$ cat src/rtl/wb_pkg.sv
// Shared types and constants for the register-file writeback stage.
package wb_pkg;

    localparam int DATA_W   = 32;
    localparam int ADDR_W   = 5;
    localparam int NUM_REGS = 32;

    localparam logic [ADDR_W-1:0] REG_ZERO = 5'd0;

    typedef struct packed {
        logic [ADDR_W-1:0] rd;
        logic [DATA_W-1:0] data;
    } wb_req_t;

endpackage

$ cat src/rtl/wb_fifo.sv
// Small FIFO buffering long-latency writeback requests; pushes into a full FIFO and pops from
// an empty FIFO are ignored.
module wb_fifo
    import wb_pkg::*;
#(
    parameter int DEPTH = 4
) (
    input  logic    clk,
    input  logic    reset,
    input  logic    push,
    input  wb_req_t din,
    input  logic    pop,
    output wb_req_t dout,
    output logic    full,
    output logic    empty
);

    localparam int PW = $clog2(DEPTH);

    wb_req_t         mem_r [DEPTH];
    logic [PW-1:0]   wr_ptr_r;
    logic [PW-1:0]   rd_ptr_r;
    logic [PW:0]     count_r;
    logic            push_ok_s;
    logic            pop_ok_s;
    logic            full_s;
    logic            empty_s;

    // Occupancy flags and qualified handshakes.
    always_comb begin
        full_s    = (count_r == (PW+1)'(DEPTH));
        empty_s   = (count_r == (PW+1)'(0));
        push_ok_s = push & ~full_s;
        pop_ok_s  = pop & ~empty_s;
    end

    // Pointers and occupancy counter; a simultaneous push and pop leaves the count unchanged.
    always_ff @(posedge clk or posedge reset) begin
        if (reset) begin
            wr_ptr_r <= PW'(0);
            rd_ptr_r <= PW'(0);
            count_r  <= (PW+1)'(0);
        end else begin
            if (push_ok_s) wr_ptr_r <= wr_ptr_r + PW'(1);
            if (pop_ok_s)  rd_ptr_r <= rd_ptr_r + PW'(1);
            case ({push_ok_s, pop_ok_s})
                2'b10:   count_r <= count_r + (PW+1)'(1);
                2'b01:   count_r <= count_r - (PW+1)'(1);
                default: count_r <= count_r;
            endcase
        end
    end

    // Storage array; contents need no reset because the pointers define validity.
    always_ff @(posedge clk) begin
        if (push_ok_s) mem_r[wr_ptr_r] <= din;
    end

    assign dout  = mem_r[rd_ptr_r];
    assign full  = full_s;
    assign empty = empty_s;

endmodule

$ cat src/rtl/reg_writeback.sv
// Writeback stage merging ALU and long-latency results into the register-file write port.
// Build option WB_BYPASS_EN forwards the in-flight write onto the execute operands.
module reg_writeback
    import wb_pkg::*;
#(
    parameter int DEPTH = 4
) (
    input  logic                clk,
    input  logic                reset,
    input  logic                alu_valid,
    input  logic [ADDR_W-1:0]   alu_rd,
    input  logic [DATA_W-1:0]   alu_data,
    input  logic                lu_valid,
    output logic                lu_ready,
    input  logic [ADDR_W-1:0]   lu_rd,
    input  logic [DATA_W-1:0]   lu_data,
    input  logic                iss_set,
    input  logic [ADDR_W-1:0]   iss_rd,
    output logic [NUM_REGS-1:0] pend,
    output logic                write,
    output logic [ADDR_W-1:0]   rw,
    output logic [DATA_W-1:0]   busw,
    input  logic [ADDR_W-1:0]   ra,
    input  logic [ADDR_W-1:0]   rb,
    input  logic [DATA_W-1:0]   busa_in,
    input  logic [DATA_W-1:0]   busb_in,
    output logic [DATA_W-1:0]   opa,
    output logic [DATA_W-1:0]   opb
);

    wb_req_t             head_s;
    wb_req_t             sel_s;
    logic                sel_valid_s;
    logic                pop_s;
    logic                push_s;
    logic                full_s;
    logic                empty_s;
    logic                lu_ready_s;
    logic [NUM_REGS-1:0] pend_next_s;
    logic [NUM_REGS-1:0] pend_r;
    logic                write_r;
    logic [ADDR_W-1:0]   rw_r;
    logic [DATA_W-1:0]   busw_r;

    // Acceptance depends only on current occupancy, never on a same-cycle pop.
    always_comb begin
        if (reset) begin
            lu_ready_s = 1'b0;
        end else begin
            lu_ready_s = ~full_s;
        end
        push_s = lu_valid & lu_ready_s;
    end

    wb_fifo #(.DEPTH(DEPTH)) u_fifo (
        .clk   (clk),
        .reset (reset),
        .push  (push_s),
        .din   ({lu_rd, lu_data}),
        .pop   (pop_s),
        .dout  (head_s),
        .full  (full_s),
        .empty (empty_s)
    );

    // Fixed-priority source select: the ALU path never stalls, the FIFO drains when it is idle.
    always_comb begin
        sel_s       = '{rd: alu_rd, data: alu_data};
        sel_valid_s = 1'b0;
        pop_s       = 1'b0;
        if (alu_valid) begin
            sel_valid_s = 1'b1;
        end else if (!empty_s) begin
            sel_s       = head_s;
            sel_valid_s = 1'b1;
            pop_s       = 1'b1;
        end else begin
            sel_valid_s = 1'b0;
        end
    end

    // Register-file write port; an r0 request is consumed without a write pulse.
    always_ff @(posedge clk or posedge reset) begin
        if (reset) begin
            write_r <= 1'b0;
            rw_r    <= REG_ZERO;
            busw_r  <= 32'd0;
        end else if (sel_valid_s) begin
            write_r <= (sel_s.rd != REG_ZERO);
            rw_r    <= sel_s.rd;
            busw_r  <= sel_s.data;
        end else begin
            write_r <= 1'b0;
        end
    end

    // Scoreboard next state: the retiring write clears its bit, a new issue on the same bit wins.
    always_comb begin
        pend_next_s = pend_r;
        if (sel_valid_s && (sel_s.rd != REG_ZERO)) begin
            pend_next_s[sel_s.rd] = 1'b0;
        end else begin
            pend_next_s = pend_r;
        end
        if (iss_set && (iss_rd != REG_ZERO)) begin
            pend_next_s[iss_rd] = 1'b1;
        end else begin
            pend_next_s = pend_next_s;
        end
        pend_next_s[0] = 1'b0;
    end

    // Scoreboard register.
    always_ff @(posedge clk or posedge reset) begin
        if (reset) begin
            pend_r <= 32'd0;
        end else begin
            pend_r <= pend_next_s;
        end
    end

`ifdef WB_BYPASS_EN
    // Forward the write being performed this cycle, since the register file still reads old data.
    always_comb begin
        if (write_r && (rw_r == ra) && (ra != REG_ZERO)) begin
            opa = busw_r;
        end else begin
            opa = busa_in;
        end
        if (write_r && (rw_r == rb) && (rb != REG_ZERO)) begin
            opb = busw_r;
        end else begin
            opb = busb_in;
        end
    end
`else
    logic unused_bypass_s;
    assign unused_bypass_s = ^{ra, rb};
    assign opa = busa_in;
    assign opb = busb_in;
`endif

    assign lu_ready = lu_ready_s;
    assign pend     = pend_r;
    assign write    = write_r;
    assign rw       = rw_r;
    assign busw     = busw_r;

endmodule

$ cat config.mk
export PLATFORM = sky130hd
export DESIGN_NAME = reg_writeback
export DESIGN_NICKNAME = d
export VERILOG_FILES = /design/src/rtl/wb_pkg.sv /design/src/rtl/wb_fifo.sv /design/src/rtl/reg_writeback.sv
export SDC_FILE = /design/constraint.sdc
export NUM_CORES = 1
export LEC_CHECK = 0
export CAP_MARGIN = 20
export CORE_MARGIN = 1.5
export CORE_UTILIZATION = 40
export CTS_BUF_LIST = sky130_fd_sc_hd__clkbuf_4 sky130_fd_sc_hd__clkbuf_8
export CTS_CLUSTER_SIZE = 16
export DETAILED_ROUTE_END_ITERATION = 10
export PLACE_DENSITY = 0.73
export SYNTH_ARGS = -nofsm -noshare
export SYNTH_HDL_FRONTEND = slang
export SYNTH_SLANG_ARGS = --single-unit
$ cat constraint.sdc
create_clock -name clk -period 2.7 [get_ports clk]
set_input_delay 0.81 -clock clk [delete_from_list [all_inputs] [get_ports clk]]
set_output_delay 0.81 -clock clk [all_outputs]
set_load 0.02 [all_outputs]
# After elaboration in Yosys (flattened, before gate mapping)
# Memories as Yosys holds them, arrays and structs flattened.
# Index checks and enable logic that the tools add are counted.
classes:
  addsub: 4
  magnitude_cmp: 4
  eq_ne: 3
  mux: 16
  n_bitwise: 8
  reduce_logical: 8
ops:
  columns: ["op", "count"]
  rows:
  - ["$mux W37", 2]
  - ["$mux W32", 2]
  - ["$and A32 B32 Y32", 1]
  - ["$not A32 Y32", 1]
  - ["$or A32 B32 Y32", 1]
  - ["$lt A5 B6 Y1 const B", 2]
  - ["$demux W1 S5", 2]
  - ["$ge A5 B1 Y1 const B", 2]
  - ["$reduce_bool A5 Y1", 2]
  - ["$mux W1", 9]
  - ["$pmux W3 S2", 1]
  - ["$add A2 B1 Y2 const B", 2]
  - ["$logic_and A1 B1 Y1", 4]
  - ["$add A3 B1 Y3 const B", 1]
  - ["$and A1 B1 Y1", 3]
  - ["$eq A3 B3 Y1 const B", 1]
  - ["$logic_not A3 Y1", 1]
  - ["$sub A3 B1 Y3 const B", 1]
  - ["$eq A2 B1 Y1 const B", 1]
  - ["$eq A2 B2 Y1 const B", 1]
  - ["$not A1 Y1", 2]
  - ["$reduce_bool A2 Y1", 1]
word_totals:
  ff_bits: 76
  ramBits: 148
  mem_count: 1
memory_table:
  columns: ["name", "depth", "width", "rd", "rd_clocked_by_memory_dff", "wr", "line", "rtl"]
  rows:
  - ["u_fifo.mem_r", 4, 37, 1, 0, 1, "wb_fifo.sv:20", "wb_req_t mem_r [DEPTH];"]

# Longest topological paths before layout
logic_depth:
  ltp_word: 12
  mapped_depth: 12

# Modules after synthesis
# A second synthesis with hierarchy kept.
unflattened:
  hier_cells: 613
  area_unflattened_um2: 9556.7
modules_own_cells:
  columns: ["mod", "n_inst", "cells_each", "area_each_um2", "seq_area_each_um2"]
  rows:
  - ["wb_fifo", 1, 231, 5759.3, 4619.4]
  - ["reg_writeback", 1, 382, 3797.4, 1726.7]

# Least setup slack after synthesis
# OpenSTA, ideal clock, no wires.
synth_path:
  path_type: "input-to-reg"
  startpoint: "input port alu_valid"
  endpoint: "register u_fifo.count_r[2]"
  arrival_time_ns: 2.925
  required_time_ns: 2.621
  setup_slack_ns: -0.304
  cell_stages: 11
  path_buffers: 3
  path_cell_list: "or2_2 -> clkbuf_1 -> inv_1 -> clkbuf_1 -> buf_1 -> ha_1 -> inv_1 -> fa_1 -> xor2_1 -> nor2_1 -> xor2_1"
synth_via:
  elab_chain_cells: 4
  elab_cells_between_ends: 6
synth_rtl:
  columns: ["item", "line", "rtl"]
  rows:
  - ["start: declaration", "reg_writeback.sv:10", "input logic alu_valid,"]
  - ["$mux W1 *", "reg_writeback.sv:71", "if (alu_valid) begin"]
  - ["$and A1 B1 Y1 *", "wb_fifo.sv:34", "pop_ok_s = pop & ~empty_s;"]
  - ["net u_fifo.pop_ok_s", "wb_fifo.sv:25", "logic pop_ok_s;"]
  - ["$eq A2 B1 Y1 / $eq A2 B2 Y1 (equally long branches)", "wb_fifo.sv:46", "case ({push_ok_s, pop_ok_s})"]
  - ["$pmux W3 S2 / $reduce_bool A2 Y1 (equally long branches)", null, null]
  - ["end signal: assignment", "wb_fifo.sv:47", "2'b10: count_r <= count_r + (PW+1)'(1);"]
  - ["end signal: assignment", "wb_fifo.sv:48", "2'b01: count_r <= count_r - (PW+1)'(1);"]
  - ["end signal: assignment", "wb_fifo.sv:49", "default: count_r <= count_r;"]
  - ["end: declaration", "wb_fifo.sv:23", "logic [PW:0] count_r;"]
# The timed path passes the listed nets; every way through them passes the cells marked *.
# A chain may end at the register's enable or synchronous reset.

# Final worst setup path
layout_path:
  startpoint: "input port reset"
  endpoint: "output port lu_ready"
layout_via:
  elab_chain_cells: 1
layout_rtl:
  columns: ["item", "line", "rtl"]
  rows:
  - ["start: declaration", "reg_writeback.sv:9", "input logic reset,"]
  - ["$mux W1", "reg_writeback.sv:47", "if (reset) begin"]
  - ["end: declaration", "reg_writeback.sv:14", "output logic lu_ready,"]
# Every way passes these cells.

==> flow_summary.yaml <==
min_path:
  hold_start: "busw[22]"
  hold_depth: 2
  hold_class: "reg -> reg"
  hold_end: "busw[22]"
timing:
  finalCriticalPeriod_ps: 2599
  max_freq_ghz: 0.3848
  setup_viol: 0
  maxSlewHeadroom_pct: 39.50
  tightest_slew_ps: 900.1
  finalClockSkew_ps: 26.38
  rsz0062_at_grt: "false"
  hold_viol_final: 0
  post-route-period-util_pct: 96.26
  slew_violations: 0
  setup_slack_ps: 101.1
finish:
  final_cell_count_no_fill: 1043
  drive_gt1_share_pct: 19.79
  syn_to_final_growth_pct: 26.49
  finalNetCount: 892
  antennaDiodeCount: 0
  final_common_cell: "clkdlybuf4s50_1"
  layout_common_cells: "clkdlybuf4s50_1, edfxtp_1, dfrtp_1, o21ai_0, clkbuf_8"
floorplanning:
  core.rowCount: 55
  die_h_microns: 155.2
  die_w_microns: 155.2
  core_sq_mm: 0.02271
  dieArea_sq_mm: 0.02410
  start_util_pct: 40.82
  ioPinCount: 293
place:
  hpwl_mm: 14.97
  placed_cells: 973
  portBuffers: 153
  pre_cts_slack_ps: -204.1
  place.gp.congestion: 0.8482
power_and_ir_drop:
  total_leakage_power_nw: 4.358
  totalPowerFinal_mw: 12.05
  clkPwrFrac_pct: 25.6
  swShare_pct: 32.43
  p_int_mw: 8.145
  p_per_area_mw_per_mm2: 1028
  p_switching_mw: 3.909
  pwr-share-comb_pct: 34.6
  seq_power_share_pct: 39.8
  peakVddDrop_v: 0.0005287
setup_path:
  critPathKind: "in -> out"
  cp_data_required_time_ps: 1890
  worstPathArrival_ps: 1790
  endpoint_kind: "primary output"
  crit_fanout: 2
  crit-reg2reg-launch: "u_fifo.rd_ptr_r[0]"
  ff2ff_setup_slack_ps: 240
  start_kind: "input pin"
  r2r_cells: 5
  r2r_end: "pend[1]"
clock_tree:
  cts_max_path_buffers: 3
  numCtsBuffers: 38
  path_clk_slew_ps: 60
  cts_tree: "built"
  post-cts-setup-buffers: 0
  cts_sinks: 224
  holdBufCountCts: 0
  htree_levels: 2
  clock_latency_ps: 530
  clk_root_buffer_cell: "clkbuf_8"
detailed_routing:
  drt_first_iter_violations: 479
  vias_per_cell: 5.437
  drc: 0
  routed_wl_mm: 22.35
  routed-via-count: 5671
  ant_nets: 0
  routedWlPerCell_microns: 21.42
  dr.pass1.iters: 7
synthesis:
  yosysUniqueCellTypes: 50
  synth_seq_area_share_pct: 68.46
  syn_area_sq_mm: 0.009270
  synth_warnings: 0
  synth_top_area_share_pct: 47.94
  synth_top_area_cell: "edfxtp_1"
  synth-edff-count: 148
  synth_seq_cells: 224
  synth.avg_cell_area_sq_um: 15.71
  synthArstFlopShare_pct: 33.93
  synth_fp_nets: 754
  ys.flop_type: "edfxtp_1"
  synthCells: 590
  synth_area_leaders: "edfxtp_1, dfrtp_1, mux4_2, buf_4, a222oi_1"
global_route:
  grt_overflow: 0
  grtUsageTotal_pct: 18.64
  grt_pass1_vias: 5951
  antenna_found_initial: 0
  grt_max_degree: 44
  grt_pass1_wl_mm: 33.79
run:
  maxCapViolCount: 0
run_status:
  status: "completed"
## through the flow
stage / instance area (sq um) / setup TNS (ps) / util [%] / hold WS [ps]
4_1_cts: 11730 / 0 / 51.64 / 499.6
5_1_grt: 11730 / 0 / 51.64 / 524.5
3_5_place_dp: 10930 / -312.7 / 48.12 / 487.2
6_report: 11730 / 0 / 51.64 / 499.0
2_1_floorplan: 9284 / -45.32 / - / 484.9
3_3_place_gp: 10930 / -279.6 / 48.12 / 469.2
## final cells by class
cell class,instances,area (sq um)
clock buffer,52,671.9
clock inverter,18,127.6
fill,1882,10980
inverter,46,176.4
multi-input combinational,229,2175
sequential,224,6349
tap,285,356.6
timing repair buffer,189,1871
## synth_stat cells (4+ instances only)
library cell,number
inv_1,46
buf_1,10
o21ai_1,5
o21ai_0,57
mux4_2,36
a21oi_1,5
ha_1,5
nor2_1,12
buf_4,65
a222oi_1,31
dfrtp_1,76
xnor2_1,4
clkbuf_1,14
and3_1,4
edfxtp_1,148
a31oi_1,4
nand3b_1,5
nand2_1,10
o32a_1,6
## registers in the layout (all words and copies together), names as in the netlist
register	flops
u_fifo.rd_ptr_r	2
pend	31
busw	32
u_fifo.mem_r	148
rw	5
write	1
u_fifo.wr_ptr_r	2
u_fifo.count_r	3
## power groups by stage
stage | logic [mW] | clock network [mW] | registers, mW
after floorplan | 1.94 | 0 | 5.31
after global placement | 4.17 | 0 | 4.84
after detailed placement | 4.23 | 0 | 4.86
after CTS | 4.24 | 3.19 | 4.80
after global routing | 4.49 | 3.31 | 4.86
final | 4.17 | 3.09 | 4.79
## per-layer routing
metal  routed length, microns  up-vias  GRT usage [%]
met5                        0        -              0
met4                      518        0          6.893
met3                     1961       54          5.265
met2                    11670      276          33.31
met1                     8199     2828          21.34
li1                         -     2513              -
## worst max-delay path by stage
stage                     slack, ps           endpoint       from
final                           100           lu_ready      reset
after global routing             40           lu_ready      reset
after CTS                        70           lu_ready      reset
after detailed placement       -200           lu_ready      reset
after global placement         -210           lu_ready      reset
after floorplan                 -50  u_fifo.count_r[2]  alu_valid
## cells by family after synthesis
| logic type | synth area share, % |
|---|---|
| xor gates and xnor gates | 0.5669 |
| and+or+nand+nor | 3.442 |
| AOI/OAI and AO/OA | 9.151 |
| other | 0.04045 |
| adders and majority gates | 0.8908 |
| muxes | 9.246 |
| DFF | 68.46 |
| buffers and inverters | 8.206 |
## worst max-delay path, cell delays in order
cell	delay [ps]
clkdlybuf4s50_1	420
a31oi_1	180
dlygate4sd2_1	380
## what timing repair did
item                                   CTS  global route
endpoints found under the hold margin    0             0
setup endpoints to repair                1             0
resized for setup                        1             0
Note: power is estimated with default switching activity, not from simulation.
